`src/rtl/bsg_link_credit_arbiter_if.sv`:
```
// Requester, link and status signals shared by the credit arbiter and its environment.
// The slave modport is the arbiter's view; master is the driving environment.
interface bsg_link_credit_arbiter_if #(
    parameter int NUM_REQ = 4,
    parameter int WIDTH   = 16,
    parameter int CREDITS = 16
);
    localparam int CW = $clog2(CREDITS + 1);
    localparam int GW = $clog2(NUM_REQ);

    logic [NUM_REQ-1:0]       req_valid_i;
    logic [NUM_REQ-1:0]       req_last_i;
    logic [NUM_REQ*WIDTH-1:0] req_data_i;
    logic [NUM_REQ-1:0]       req_yumi_o;
    logic                     link_valid_o;
    logic [WIDTH-1:0]         link_data_o;
    logic                     link_ready_i;
    logic                     token_i;
    logic [CW-1:0]            credit_o;
    logic [GW-1:0]            grant_o;
    logic                     busy_o;
    logic                     overflow_o;

    modport master (
        output req_valid_i, req_last_i, req_data_i, link_ready_i, token_i,
        input  req_yumi_o, link_valid_o, link_data_o, credit_o, grant_o, busy_o, overflow_o
    );

    modport slave (
        input  req_valid_i, req_last_i, req_data_i, link_ready_i, token_i,
        output req_yumi_o, link_valid_o, link_data_o, credit_o, grant_o, busy_o, overflow_o
    );
endinterface

```
`src/rtl/bsg_link_credit_arbiter.sv`:
```
// Credit-gated round-robin packet arbiter feeding one registered link flit slot; 1 cycle req->link.
// Holds the flit while link_ready_i is low and stops consuming when credits reach zero.
module bsg_link_credit_arbiter #(
    parameter int NUM_REQ  = 4,
    parameter int WIDTH    = 16,
    parameter int CREDITS  = 16,
    parameter int LG_DECIM = 2
) (
    input logic                      clk_i,
    input logic                      reset_n_i,
    bsg_link_credit_arbiter_if.slave bus
);
    localparam int CW = $clog2(CREDITS + 1);
    localparam int GW = $clog2(NUM_REQ);
    localparam logic [CW:0] MAX_CRED  = (CW+1)'(CREDITS);
    localparam logic [CW:0] TOKEN_INC = (CW+1)'(2**LG_DECIM);

    typedef enum logic {IDLE, BUSY} state_t;

    state_t           state_q, state_d;
    logic [GW-1:0]    grant_q;
    logic [GW-1:0]    sel;
    logic [GW-1:0]    cand;
    logic             found;
    logic             sel_valid;
    logic             sel_last;
    logic [WIDTH-1:0] sel_data;
    logic             slot_free;
    logic             load;
    logic             link_valid_q;
    logic [WIDTH-1:0] link_data_q;
    logic [CW-1:0]    credit_q;
    logic             overflow_q;
    logic [CW:0]      credit_sum;

    // Round-robin search starts just after the last owner; a packet in flight pins sel.
    always_comb begin
        sel   = grant_q;
        cand  = grant_q;
        found = 1'b0;
        if (state_q == IDLE) begin
            for (int i = 1; i <= NUM_REQ; i++) begin
                cand = GW'((int'(grant_q) + i) % NUM_REQ);
                if (!found && bus.req_valid_i[cand]) begin
                    found = 1'b1;
                    sel   = cand;
                end
            end
        end
    end

    assign sel_valid = bus.req_valid_i[sel];
    assign sel_last  = bus.req_last_i[sel];
    assign sel_data  = bus.req_data_i[int'(sel)*WIDTH +: WIDTH];
    assign slot_free = ~link_valid_q | bus.link_ready_i;
    assign load      = reset_n_i & slot_free & (credit_q != '0) & sel_valid;

    always_comb begin
        bus.req_yumi_o = '0;
        if (load) begin
            bus.req_yumi_o[sel] = 1'b1;
        end
    end

    always_comb begin
        state_d = state_q;
        case (state_q)
            IDLE:    if (load && !sel_last) state_d = BUSY;
            BUSY:    if (load &&  sel_last) state_d = IDLE;
            default: state_d = IDLE;
        endcase
    end

    always_ff @(posedge clk_i or negedge reset_n_i) begin
        if (!reset_n_i) begin
            state_q <= IDLE;
        end else begin
            state_q <= state_d;
        end
    end

    // One bit of headroom so a token arriving near the cap is detected, not wrapped.
    assign credit_sum = {1'b0, credit_q} - {{CW{1'b0}}, load} + (bus.token_i ? TOKEN_INC : '0);

    always_ff @(posedge clk_i or negedge reset_n_i) begin
        if (!reset_n_i) begin
            grant_q      <= GW'(NUM_REQ - 1);
            link_valid_q <= 1'b0;
            link_data_q  <= '0;
            credit_q     <= CW'(CREDITS);
            overflow_q   <= 1'b0;
        end else begin
            if (load) begin
                grant_q      <= sel;
                link_valid_q <= 1'b1;
                link_data_q  <= sel_data;
            end else if (slot_free) begin
                link_valid_q <= 1'b0;
            end
            if (credit_sum > MAX_CRED) begin
                credit_q   <= CW'(CREDITS);
                overflow_q <= 1'b1;
            end else begin
                credit_q   <= credit_sum[CW-1:0];
            end
        end
    end

    assign bus.link_valid_o = link_valid_q;
    assign bus.link_data_o  = link_data_q;
    assign bus.credit_o     = credit_q;
    assign bus.grant_o      = grant_q;
    assign bus.busy_o       = (state_q == BUSY);
    assign bus.overflow_o   = overflow_q;
endmodule

```
`src/flat_wrapper.sv`:
```
// flat-port wrapper written by rule: the top's interface ports become plain ports
module bsg_link_credit_arbiter_flat 
#(
    parameter int NUM_REQ  = 4,
    parameter int WIDTH    = 16,
    parameter int CREDITS  = 16,
    parameter int LG_DECIM = 2
)
  (clk_i, reset_n_i, bus_req_valid_i, bus_req_last_i, bus_req_data_i, bus_link_ready_i, bus_token_i, bus_req_yumi_o, bus_link_valid_o, bus_link_data_o, bus_credit_o, bus_grant_o, bus_busy_o, bus_overflow_o);
  bsg_link_credit_arbiter_if #(.NUM_REQ(NUM_REQ), .WIDTH(WIDTH), .CREDITS(CREDITS)) bus_i ();
  input logic clk_i;
  input logic reset_n_i;
  input wire logic [$bits(bus_i.req_valid_i)-1:0] bus_req_valid_i;
  input wire logic [$bits(bus_i.req_last_i)-1:0] bus_req_last_i;
  input wire logic [$bits(bus_i.req_data_i)-1:0] bus_req_data_i;
  input wire logic [$bits(bus_i.link_ready_i)-1:0] bus_link_ready_i;
  input wire logic [$bits(bus_i.token_i)-1:0] bus_token_i;
  output wire logic [$bits(bus_i.req_yumi_o)-1:0] bus_req_yumi_o;
  output wire logic [$bits(bus_i.link_valid_o)-1:0] bus_link_valid_o;
  output wire logic [$bits(bus_i.link_data_o)-1:0] bus_link_data_o;
  output wire logic [$bits(bus_i.credit_o)-1:0] bus_credit_o;
  output wire logic [$bits(bus_i.grant_o)-1:0] bus_grant_o;
  output wire logic [$bits(bus_i.busy_o)-1:0] bus_busy_o;
  output wire logic [$bits(bus_i.overflow_o)-1:0] bus_overflow_o;
  assign bus_i.req_valid_i = bus_req_valid_i;
  assign bus_i.req_last_i = bus_req_last_i;
  assign bus_i.req_data_i = bus_req_data_i;
  assign bus_i.link_ready_i = bus_link_ready_i;
  assign bus_i.token_i = bus_token_i;
  assign bus_req_yumi_o = bus_i.req_yumi_o;
  assign bus_link_valid_o = bus_i.link_valid_o;
  assign bus_link_data_o = bus_i.link_data_o;
  assign bus_credit_o = bus_i.credit_o;
  assign bus_grant_o = bus_i.grant_o;
  assign bus_busy_o = bus_i.busy_o;
  assign bus_overflow_o = bus_i.overflow_o;
  bsg_link_credit_arbiter #(.NUM_REQ(NUM_REQ), .WIDTH(WIDTH), .CREDITS(CREDITS), .LG_DECIM(LG_DECIM)) u_core (.clk_i(clk_i), .reset_n_i(reset_n_i), .bus(bus_i));
endmodule
```
`config.mk`:
```
export PLATFORM = sky130hd
export DESIGN_NAME = bsg_link_credit_arbiter_flat
export DESIGN_NICKNAME = d
export VERILOG_FILES = /design/src/rtl/bsg_link_credit_arbiter_if.sv /design/src/rtl/bsg_link_credit_arbiter.sv /design/src/flat_wrapper.sv
export SDC_FILE = /design/constraint.sdc
export NUM_CORES = 1
export LEC_CHECK = 0
export ABC_AREA = 1
export ABC_CLOCK_PERIOD_IN_PS = 4200
export CAP_MARGIN = 20
export CELL_PAD_IN_SITES_DETAIL_PLACEMENT = 1
export CELL_PAD_IN_SITES_GLOBAL_PLACEMENT = 1
export CORE_MARGIN = 1
export CORE_UTILIZATION = 27
export DETAILED_ROUTE_END_ITERATION = 7
export PLACE_DENSITY_LB_ADDON = 0.1
export SYNTH_ARGS = -nofsm -noshare
export SYNTH_HDL_FRONTEND = slang
export SYNTH_SLANG_ARGS = --single-unit
export TNS_END_PERCENT = 20
```
`constraint.sdc`:
```
create_clock -name clk_i -period 4.2 [get_ports clk_i]
set_input_delay 0.84 -clock clk_i [delete_from_list [all_inputs] [get_ports clk_i]]
set_output_delay 0.84 -clock clk_i [all_outputs]
set_load 0.01 [all_outputs]
```
==> flow_summary.toml, run 1 <==
[die]
fp.dieH_um = 93.7
io_pins = 106
core_area_um2 = 8180
start_util_pct = 27.7
num_rows = 33
die_area_um2 = 8770
die_x_um = 93.7

[clocking]
numCtsBuffers = 3
cts_resized = 0
cts_tree = "built"
worstSkewPairLatency_ns = 0.28
htreeDepth = 1
postCtsHoldBufs = 0
clockBufferDepth = 2
root_buffer = "clkbuf_8"
cts_num_sinks = 26
clk_pin_slew_ns = 0.10
cts_setup_buffers = 0

[power_and_ir_drop]
ir_worst_vdd_uv = 219
pwr-share-seq_pct = 17.6
finalPower_mw = 2.55
power.net_switching_mw = 1.26
p_int_mw = 1.29
p_leak_nw = 1.82
clkPwrFrac_pct = 8.4
power_density_nw_per_um2 = 723
p_sw_share_pct = 49.5
power_frac_comb_pct = 74.0

[global_routing]
grt.overflow.total = 0
gr-usage-met1_pct = 21.3
grt_pass1_wl_um = 12800
gr-usage-all-layers_pct = 18.7
antenna_found_initial = 0
grt_pass1_vias = 2767
grtUsageMet2_pct = 35.8
grt_max_degree = 27
use_met3_pct = 3.07
grt_busiest_layer = "met2"

[hold_path]
min_path_type = "reg -> reg"

[routing]
avgRoutedWirePerCell_um = 13.8
drc = 0
via_count = 2659
drt_pass1_iterations = 4
drt.antenna.violating_nets = 0
via_per_inst = 4.60
drtIter0Drc = 68
drt-total-wl_um = 7960

[layout]
syn_to_final_growth_pct = 55.3
fin_area_um2 = 3520
drive_gt1_share_pct = 7.61
diodes = 0
nets = 557
fin_util_pct = 43.1

[status]
status = "finished clean"

[placed_design]
place_congestion = 0.829
portBuffers = 105
place_area_um2 = 3440
dp_hpwl_um = 6320

[logic_synthesis]
synth_warnings = 0
ys_seq_elements = 26
syn_inst = 367
seq_area_frac_synth_pct = 28.8
syn_nets = 450
yosysUniqueCellTypes = 27
synth_area_um2 = 2270
avgSynthCellArea_um2 = 6.18

[setup_path]
start_kind = "input pin"
critPathMaxFanout = 24
required_ns = 3.36
crit_chain = "clkdlybuf4s50_1, inv_2, nor2_1, nand2_1, nand2_1, nand2_1, nand2_2, buf_4, nand4_1, nand3_2, buf_6, nor3_1, clkdlybuf4s50_1"
cpMostUsedCell = "nand2_1"
critPathTopFamily = "buffers and inverters"
cpPeakStageDelay_ns = 0.54
worstPathArrival_ns = 3.12
end_kind = "output port"
path_buf_inv = 5
crit_type = "in -> out"
slowest_stage = "clkdlybuf4s50_1"

[sta]
setup-tns-final_ns = 0
fmax_mhz = 252
maxSlewViolCount = 0
hold-worst-slack_ns = 0.499
setup_viol = 0
hold_violations = 0
rsz0062_at_grt = "false"
tightest_slew_ns = 0.428
slew_headroom_pct = 71.2
clock_skew_ns = 0.00895
timing.final.crit_share_pct = 94.4
min_period_ns = 3.96

[job]
cap_violations = 0
==> cell type report <==
type | instances | area, µm²
Clock buffer | 3 | 41.3
Clock inverter | 1 | 30.0
Fill cell | 1084 | 4650
Inverter | 42 | 158
Multi-Input combinational cell | 279 | 1330
Sequential cell | 26 | 654
Tap cell | 105 | 131
Timing Repair Buffer | 122 | 1180
==> metrics by stage <==
step,setup WS [ns],cells
after global placement,0.204,574
after detailed placement,0.0806,574
after CTS,0.149,578
after global routing,0.0525,578
after floorplan,0.838,367
final,0.235,578
==> state kept, by name, indices dropped and copies added, names as in the netlist, named ones only <==
name / flops
u_core.bus.link_valid_o: 1
u_core.bus.overflow_o: 1
u_core.bus.grant_o: 2
u_core.bus.credit_o: 5
u_core.bus.link_data_o: 16
==> cells in the final DEF, fill, tap and decap left out, drive strengths merged <==
cell type,netlist,final
o211ai,2,2
nor2,9,9
ha,6,6
clkbuf,2,3
o21ai,2,2
dfrtp,23,23
a21oi,4,4
nor3,4,4
nand2,182,182
bufinv,0,1
xnor2,1,1
or2,1,1
dfstp,3,3
inv,42,42
nand3,41,41
nand4,3,3
buf,18,17
nand3b,2,2
o21bai,19,19
xor2,2,2
clkdlybuf4s50,0,105
fa,1,1
==> worst register-to-register path, stage by stage, from the launching register on <==
cell and delay [ns]:
dfstp_2 0.57, inv_2 0.08, a21oi_1 0.13, nor2_1 0.08
a21oi_4 0.21, nand2_2 0.13, nand3_1 0.10, nand2_2 0.09
nor2_4 0.11, ha_1 0.14, inv_1 0.04, ha_1 0.19
fa_1 0.41, nand3_1 0.11, nand2_1 0.07, xor2_1 0.19
o21ai_0 0.22, or2_2 0.32
==> worst paths after layout <==
check,endpoint,from,slack (ns),cells after the start
worst max-delay path,bus_req_yumi_o[2],bus_req_valid_i[3],0.24,13
worst min register to register,u_core.bus.overflow_o$_DFFE_PN0N_,u_core.bus.overflow_o$_DFFE_PN0N_,0.50,1
max in group asynchronous,u_core.bus.grant_o[0]$_DFFE_PN1P_,reset_n_i,2.86,2
worst min-delay path,u_core.bus.overflow_o$_DFFE_PN0N_,u_core.bus.overflow_o$_DFFE_PN0N_,0.50,1
min in group asynchronous,u_core.bus.overflow_o$_DFFE_PN0N_,reset_n_i,1.03,2
worst max register to register,u_core.bus.overflow_o$_DFFE_PN0N_,u_core.bus.grant_o[0]$_DFFE_PN1P_,0.90,17
==> power groups by stage <==
stage	Combinational (mW)	Sequential, mW	Clock, mW
after CTS	1.91	0.451	0.222
after detailed placement	1.90	0.454	0
after global routing	2.13	0.462	0.229
after global placement	1.86	0.454	0
final	1.89	0.448	0.214
after floorplan	1.20	0.488	0
==> cells by family after synthesis <==
logic type                 Yosys count  synth area share, %
AOI/OAI and AO/OA                   27                 8.77
adders and majority gates            7                 4.19
and+or+nand+nor                    242                 44.2
xor gates and xnor gates             3                 1.16
DFF                                 26                 28.8
buffers and inverters               62                 12.9
==> routing by layer <==
metal	wire length, µm	share of wire, %
met2	3980	50
met1	3480	44
met4	81	1.0
met5	0	0
met3	422	5.3
==> cells in the mapped netlist <==
master    count  area share (%)
a21oi_1       3            0.66
a21oi_4       1            0.72
buf_1         1            0.17
buf_2        11             2.4
buf_6         6             3.0
clkbuf_1      2            0.33
dfrtp_1      23              25
dfstp_2       3             3.5
fa_1          1            0.88
ha_1          6             3.3
inv_1        38             6.3
inv_2         4            0.66
nand2_1     179              30
nand2_2       3            0.83
nand3_1      40             8.8
nand3_2       1            0.44
nand3b_1      2            0.66
nand4_1       3            0.83
nor2_1        8             1.3
nor2_4        1            0.50
nor3_1        4            0.88
o211ai_1      2            0.66
o21ai_0       2            0.44
o21bai_1     19             6.3
or2_2         1            0.28
xnor2_1       1            0.39
xor2_1        2            0.77
Note: power is estimated with default switching activity, not from simulation.
==> run 2: changes to the inputs <==
- CORE_UTILIZATION: 27 -> 28
- CTS_BUF_LIST: unset -> sky130_fd_sc_hd__clkbuf_8
==> run 2 against run 1 <==
- global-route usage grew 1.4 points
- sequential share of layout area increased by 0.25 points
- clock skew down 0.0033 ns
- register-to-register slack got worse by 0.02 ns
- routed wire length down 0.11%
- maximum frequency shrank 1.1%
- final area fell by 1.4%
- largest cell class unchanged
- largest power group unchanged
==> flow_summary.toml, run 2 (synthesized netlist as in run 1, its figures left out) <==
[global_routing]
grt_max_degree = 27
gr-usage-all-layers_pct = 20.1
grt_pass1_vias = 2743
grt.overflow.total = 0
grt_pass1_wl_um = 13600
antenna_found_initial = 0

[setup_path]
slowest_stage = "clkdlybuf4s50_1"
start_kind = "input pin"
path_buf_inv = 4
critPathMaxFanout = 24
worstPathArrival_ns = 3.17
required_ns = 3.36
crit_chain = "clkdlybuf4s50_1, inv_2, nand3_1, nand2_1, a21oi_4, nand2_2, nand3_1, nand2_2, buf_4, nor3_1, clkdlybuf4s50_1"
cpPeakStageDelay_ns = 0.57
end_kind = "output port"
critPathTopFamily = "buffers and inverters"
crit_type = "in -> out"

[clocking]
numCtsBuffers = 3
cts_resized = 0
postCtsHoldBufs = 0
htreeDepth = 1
cts_tree = "built"
worstSkewPairLatency_ns = 0.27
cts_num_sinks = 26
clk_pin_slew_ns = 0.10
clockBufferDepth = 2
cts_setup_buffers = 0
root_buffer = "clkbuf_8"

[power_and_ir_drop]
ir_worst_vdd_uv = 238
p_leak_nw = 1.80
power_density_nw_per_um2 = 722

[layout]
syn_to_final_growth_pct = 53.2
drive_gt1_share_pct = 6.41
fin_area_um2 = 3470
diodes = 0
largest_reg_flops = 16
nets = 552
nFillCells = 1022
layout_common_cells = "179 x nand2_1, 105 x clkdlybuf4s50_1, 40 x nand3_1"
final_common_cell = "nand2_1"

[placed_design]
dp_hpwl_um = 6000
portBuffers = 105
place_congestion = 0.831
place_area_um2 = 3400

[die]
start_util_pct = 29.2
fp.dieH_um = 92.0
die_x_um = 92.0
die_area_um2 = 8470
core_area_um2 = 7770
io_pins = 106
num_rows = 32

[sta]
setup_viol = 0
min_period_ns = 4.01
tightest_slew_ns = 0.396
clock_skew_ns = 0.00563
fmax_mhz = 249
setup-tns-final_ns = 0
hold_violations = 0
rsz0062_at_grt = "false"
timing.final.crit_share_pct = 95.5
maxSlewViolCount = 0
slew_headroom_pct = 73.3

[routing]
drt.antenna.violating_nets = 0
avgRoutedWirePerCell_um = 13.9
via_count = 2602
drc = 0
drt-total-wl_um = 7950
drtIter0Drc = 62
drt_pass1_iterations = 4
via_per_inst = 4.56

[hold_path]
min_path_type = "reg -> reg"

[job]
cap_violations = 0

[status]
status = "finished clean"
run 2: area by class of cell:
cell class / instances / area (µm²) / share of cell area [%]
Clock buffer: 3 / 41.3 / 1.19
Clock inverter: 1 / 30.0 / 0.864
Inverter: 42 / 158 / 4.54
Multi-Input combinational cell: 279 / 1320 / 38.1
Sequential cell: 26 / 654 / 18.8
Tap cell: 102 / 128 / 3.67
Timing Repair Buffer: 117 / 1140 / 32.8
run 2: final timing paths:
path                       slack (ns)                               from  cells after the start                             endpoint
hold reg to reg                  0.50  u_core.bus.overflow_o$_DFFE_PN0N_                      1    u_core.bus.overflow_o$_DFFE_PN0N_
setup reg to reg                 0.88  u_core.bus.grant_o[1]$_DFFE_PN1P_                     18     u_core.bus.credit_o[3]$_DFF_PN0_
min in group asynchronous        1.05                          reset_n_i                      2  u_core.bus.link_valid_o$_DFFE_PN0P_
max in group asynchronous        2.84                          reset_n_i                      2    u_core.bus.grant_o[0]$_DFFE_PN1P_
setup / recovery                 0.19                 bus_req_valid_i[3]                     11                    bus_req_yumi_o[2]
hold / removal                   0.50  u_core.bus.overflow_o$_DFFE_PN0N_                      1    u_core.bus.overflow_o$_DFFE_PN0N_
run 2: where the power goes:
part | internal [mW] | switching [mW]
logic | 0.739 | 1.11
registers | 0.373 | 0.0689
clock network | 0.128 | 0.0878
total | 1.24 | 1.27
run 2: through the flow:
stage | utilization (%) | hold WS, ns | setup slack, ns | total power, mW | instances
2_1_floorplan | - | 0.512 | 0.838 | 1.68 | 367
3_3_place_gp | 43.8 | 0.470 | 0.271 | 2.28 | 566
3_5_place_dp | 43.8 | 0.455 | 0.132 | 2.33 | 566
4_1_cts | 44.7 | 0.495 | 0.159 | 2.56 | 570
5_1_grt | 44.7 | 0.546 | 0.00985 | 2.81 | 570
6_report | 44.7 | 0.501 | 0.190 | 2.51 | 570
run 2: layer usage:
metal  up-vias  GRT usage [%]  routed length, µm
met4         0           2.73                 30
met1      1199           27.5               3700
li1       1337              -                  -
met2        64           33.4               3780
met5         -              0                  0
met3         2           4.15                442
